`config.mk`:
```
export PLATFORM = sky130hd
export DESIGN_NAME = lsu
export DESIGN_NICKNAME = d
export VERILOG_FILES = /design/src/rtl/riscv_pkg.sv /design/src/rtl/lsu.sv
export SDC_FILE = /design/constraint.sdc
export NUM_CORES = 1
export LEC_CHECK = 0
export ABC_AREA = 1
export BUFFER_PORTS_ARGS = -buffer_cell sky130_fd_sc_hd__buf_2
export CORE_AREA = 2 2 80 82
export DETAILED_ROUTE_END_ITERATION = 6
export DIE_AREA = 0 0 82 84
export PLACE_DENSITY_LB_ADDON = 0.05
export SLEW_MARGIN = 20
export SYNTH_ARGS = -nofsm -noshare
export SYNTH_HDL_FRONTEND = slang
export SYNTH_SLANG_ARGS = --single-unit
```
`constraint.sdc`:
```
create_clock -name clk_i -period 1.9 [get_ports clk_i]
set_clock_uncertainty 0.05 [all_clocks]
set_input_delay 0.19 -clock clk_i [delete_from_list [all_inputs] [get_ports clk_i]]
set_output_delay 0.19 -clock clk_i [all_outputs]
set_load 0.05 [all_outputs]
```
`src/rtl/riscv_pkg.sv`:
```
// Shared RISC-V constants: datapath width and load/store size codes (funct3).
package riscv_pkg;

    localparam int unsigned XLEN = 32;
    localparam int unsigned BE_W = XLEN / 8;

    localparam logic [2:0] LDST_B  = 3'b000;
    localparam logic [2:0] LDST_H  = 3'b001;
    localparam logic [2:0] LDST_W  = 3'b010;
    localparam logic [2:0] LDST_BU = 3'b100;
    localparam logic [2:0] LDST_HU = 3'b101;

endpackage

```
`src/rtl/lsu.sv`:
```
// Load/store unit: stalls the core for the duration of a data-memory access,
// steers store data and byte enables onto the bus and aligns/extends load data.
module lsu
    import riscv_pkg::*;
(
    input  logic             clk_i,
    input  logic             rst_i,
    input  logic             core_req_i,
    input  logic             core_we_i,
    input  logic [2:0]       core_size_i,
    input  logic [XLEN-1:0]  core_addr_i,
    input  logic [XLEN-1:0]  core_wd_i,
    output logic [XLEN-1:0]  core_rd_o,
    output logic             core_stall_o,
    output logic             mem_req_o,
    output logic             mem_we_o,
    output logic [BE_W-1:0]  mem_be_o,
    output logic [XLEN-1:0]  mem_addr_o,
    output logic [XLEN-1:0]  mem_wd_o,
    input  logic [XLEN-1:0]  mem_rd_i,
    input  logic             mem_ready_i
);

    typedef enum logic {
        S_IDLE = 1'b0,
        S_WAIT = 1'b1
    } state_t;

    state_t      state;
    logic [1:0]  off;
    logic [7:0]  ld_byte;
    logic [15:0] ld_half;

    assign off = core_addr_i[1:0];

    // Stall until memory answers in WAIT; an access always costs at least one stall cycle.
    assign core_stall_o = core_req_i & ~((state == S_WAIT) & mem_ready_i);

    // State register: WAIT tracks an access whose first stall cycle has elapsed.
    always_ff @(posedge clk_i or posedge rst_i) begin
        if (rst_i) begin
            state <= S_IDLE;
        end else begin
            state <= core_stall_o ? S_WAIT : S_IDLE;
        end
    end

    assign mem_req_o  = core_req_i;
    assign mem_we_o   = core_req_i & core_we_i;
    assign mem_addr_o = core_addr_i;

    // Byte enables from size and address; misaligned low bits are ignored.
    always_comb begin
        mem_be_o = 4'b0000;
        case (core_size_i)
            LDST_B, LDST_BU: mem_be_o = 4'(4'b0001 << off);
            LDST_H, LDST_HU: mem_be_o = off[1] ? 4'b1100 : 4'b0011;
            LDST_W:          mem_be_o = 4'b1111;
            default:         mem_be_o = 4'b0000;
        endcase
    end

    // Replicate store data so every lane carries the right-aligned value.
    always_comb begin
        mem_wd_o = core_wd_i;
        case (core_size_i)
            LDST_B:  mem_wd_o = {4{core_wd_i[7:0]}};
            LDST_H:  mem_wd_o = {2{core_wd_i[15:0]}};
            default: mem_wd_o = core_wd_i;
        endcase
    end

    // Pick the addressed byte and halfword lanes out of the raw memory word.
    always_comb begin
        ld_byte = mem_rd_i[7:0];
        case (off)
            2'd0: ld_byte = mem_rd_i[7:0];
            2'd1: ld_byte = mem_rd_i[15:8];
            2'd2: ld_byte = mem_rd_i[23:16];
            2'd3: ld_byte = mem_rd_i[31:24];
            default: ld_byte = mem_rd_i[7:0];
        endcase
        ld_half = off[1] ? mem_rd_i[31:16] : mem_rd_i[15:0];
    end

    // Sign- or zero-extend the selected lane; undefined sizes return zero.
    always_comb begin
        core_rd_o = '0;
        case (core_size_i)
            LDST_B:  core_rd_o = {{24{ld_byte[7]}}, ld_byte};
            LDST_BU: core_rd_o = {24'h0, ld_byte};
            LDST_H:  core_rd_o = {{16{ld_half[15]}}, ld_half};
            LDST_HU: core_rd_o = {16'h0, ld_half};
            LDST_W:  core_rd_o = mem_rd_i;
            default: core_rd_o = '0;
        endcase
    end

endmodule

```
==> results.sh <==
export IMPL_critPathMaxStageDelay_ns=0.29
export IMPL_initial_utilization_pct=26.3
export IMPL_synth_fp_nets=420
export IMPL_synthTopCellsByCount="nand2_1 (143), buf_4 (44), inv_1 (33)"
export IMPL_ys_warn_count=0
export IMPL_drt_total_wl_um=5570
export IMPL_dpl_worst_slack_ns=0.127
export IMPL_synthCells=316
export IMPL_place_congestion=0.778
export IMPL_cp_required_ns=1.66
export IMPL_ioPinCount=207
export IMPL_clkLatencyLatePin_ns=0
export IMPL_grt_pass1_vias=2007
export IMPL_p_leak_uw=0.00150
export IMPL_syn_area_per_cell_sq_um=5.07
export IMPL_drv_cap=0
export IMPL_hold_path_class="input port to output pin"
export IMPL_die_height_um=84
export IMPL_cts_setup_buffers=0
export IMPL_crit_chain="buf_2 -> nor2_4 -> inv_2 -> nor2_4 -> buf_4 -> nand2_1 -> o211ai_1 -> buf_2"
export IMPL_synthArstFlopShare_pct=100
export IMPL_drt_iter0_markers=36
export IMPL_n_antenna_cell=0
export IMPL_grt_overflow=0
export IMPL_min_period_ns=1.68
export IMPL_drive_above_1_share_pct=43.0
export IMPL_reg_top3="state (1)"
export IMPL_nNetsFinal=527
export IMPL_grt_max_degree=25
export IMPL_ant_nets=0
export IMPL_die_area_sq_mm=0.00689
export IMPL_die_width_um=82
export IMPL_antenna_found_initial=0
export IMPL_row_count=29
export IMPL_post_drt_wl_per_cell_um=11.2
export IMPL_worstSetupPathType="input port to output pin"
export IMPL_slew_violations=0
export IMPL_yosysTopAreaCell="nand2_1"
export IMPL_top_register="state"
export IMPL_synth_area_leaders="nand2_1 (33%), buf_4 (21%), inv_1 (7.7%)"
export IMPL_fmax_mhz=595
export IMPL_fin_crit_sh_pct=88.4
export IMPL_synth_cell_type_count=21
export IMPL_end_kind="output pin"
export IMPL_synth_edff_count=0
export IMPL_yosysMostFrequentCell="nand2_1"
export IMPL_arrival_ns=1.44
export IMPL_status="complete, no violations"
export IMPL_grt_pass1_wl_um=8690
export IMPL_ys_flop_type="dfrtp_1"
export IMPL_rsz0062_at_grt="no"
export IMPL_worst_pin_slew_ns=0.361
export IMPL_num_vias=2200
export IMPL_slowest_stage="buf_2"
export IMPL_dp_hpwl_um=4680
export IMPL_setup_viol=0
export IMPL_core_sq_mm=0.00610
export IMPL_remaining_drc_errors=0
export IMPL_powerDensity_mw_per_mm2=432
export IMPL_vias_per_cell=4.42
export IMPL_synth_seq_area_share_pct=1.56
export IMPL_max_vdd_ir_drop_mv=0.209
export IMPL_maxSlewHeadroom_pct=75.8
export IMPL_path_max_fanout=11
export IMPL_area_growth_pct=33.9
export IMPL_synth_top_area_share_pct=33.5
export IMPL_fin_ws_ns=0.220
export IMPL_synth_seq_cells=1
export IMPL_hold_violations=0
export IMPL_first_pass_iters=4
export IMPL_numPortBuffers=146
export IMPL_track_usage_pct=15.1
export IMPL_synth_area_sq_mm=0.00160
export IMPL_largest_register_ffs=1
export IMPL_power_total_uw=926
export IMPL_crit_path_start_kind="input port"
==> repair_timing <==
item                                    4_1_cts  5_1_grt
endpoints found under the setup margin        0        1
endpoints found under the hold margin         1        0
hold buffers                                  1        0
gates resized for setup                       0        1
==> where the power goes <==
part / internal, uW / switching, uW
sequential: 23.1 / 0.339
clock: 0 / 0
combinational: 231 / 672
==> worst max-delay path, delay by kind of cell <==
family / cells / cell delay [ns]
compound gates: 1 / 0.08
simple gates: 3 / 0.44
buf+inv: 4 / 0.72
==> per-layer routing <==
metal / up-vias / part of all wire (%) / global-route usage, %
met5: - / 0 / 0
met4: 0 / 1.1 / 1.97
met3: 8 / 8.3 / 2.71
met2: 95 / 50 / 29.2
met1: 948 / 41 / 17.0
li1: 1149 / - / -
==> cell type report <==
class                      count  area, sq um
multi-input combinational    225         1050
tap                           77         96.3
timing repair buffer         158          836
inverter                      37          139
fill                         756         3950
sequential                     1         25.0
==> cells in the final DEF (no fill, tap or decap), types with 2 or more instances in the layout <==
master and n:
o211ai_1 8, buf_4 10, or2_2 3, a21oi_1 11, buf_2 146, inv_2 4
inv_1 33, nand3_1 15, nand2_1 143, o21ai_0 6, nor2_1 14, nor2_4 2
a21oi_2 10, o21ai_1 7
==> through the flow <==
| step | setup TNS, ns | area (sq um) | std cells | hold WS [ns] | util [%] |
|---|---|---|---|---|---|
| after detailed placement | 0 | 2130 | 497 | -0.0252 | 35.0 |
| after global placement | 0 | 2130 | 497 | -0.0269 | 35.0 |
| after CTS | 0 | 2140 | 498 | 0.330 | 35.1 |
| after global routing | 0 | 2150 | 498 | 0.330 | 35.2 |
| final | 0 | 2150 | 498 | 0.330 | 35.2 |
| after floorplan | -0.463 | 1600 | 316 | -0.131 | - |
==> worst paths after layout <==
kind | cells after the start | slack [ns] | endpoint | from
setup / recovery | 8 | 0.22 | mem_wd_o[26] | core_size_i[1]
hold / removal | 0 | 0.33 | mem_addr_o[13] | core_addr_i[13]
setup reg to reg | 1 | 1.21 | state | state
hold reg to reg | 1 | 0.40 | state | state
max in group asynchronous | 3 | 1.19 | state | rst_i
min in group asynchronous | 3 | 0.53 | state | rst_i
==> logic make-up (layout without fill, tap and decap cells) <==
family / count (synthesis) / after routing / synth area share, %
compound gates: 43 / 43 / 17.2
buf+inv: 90 / 195 / 33.3
flops: 1 / 1 / 1.56
simple gates: 182 / 182 / 48.0
(Power assumes the default switching activity.)
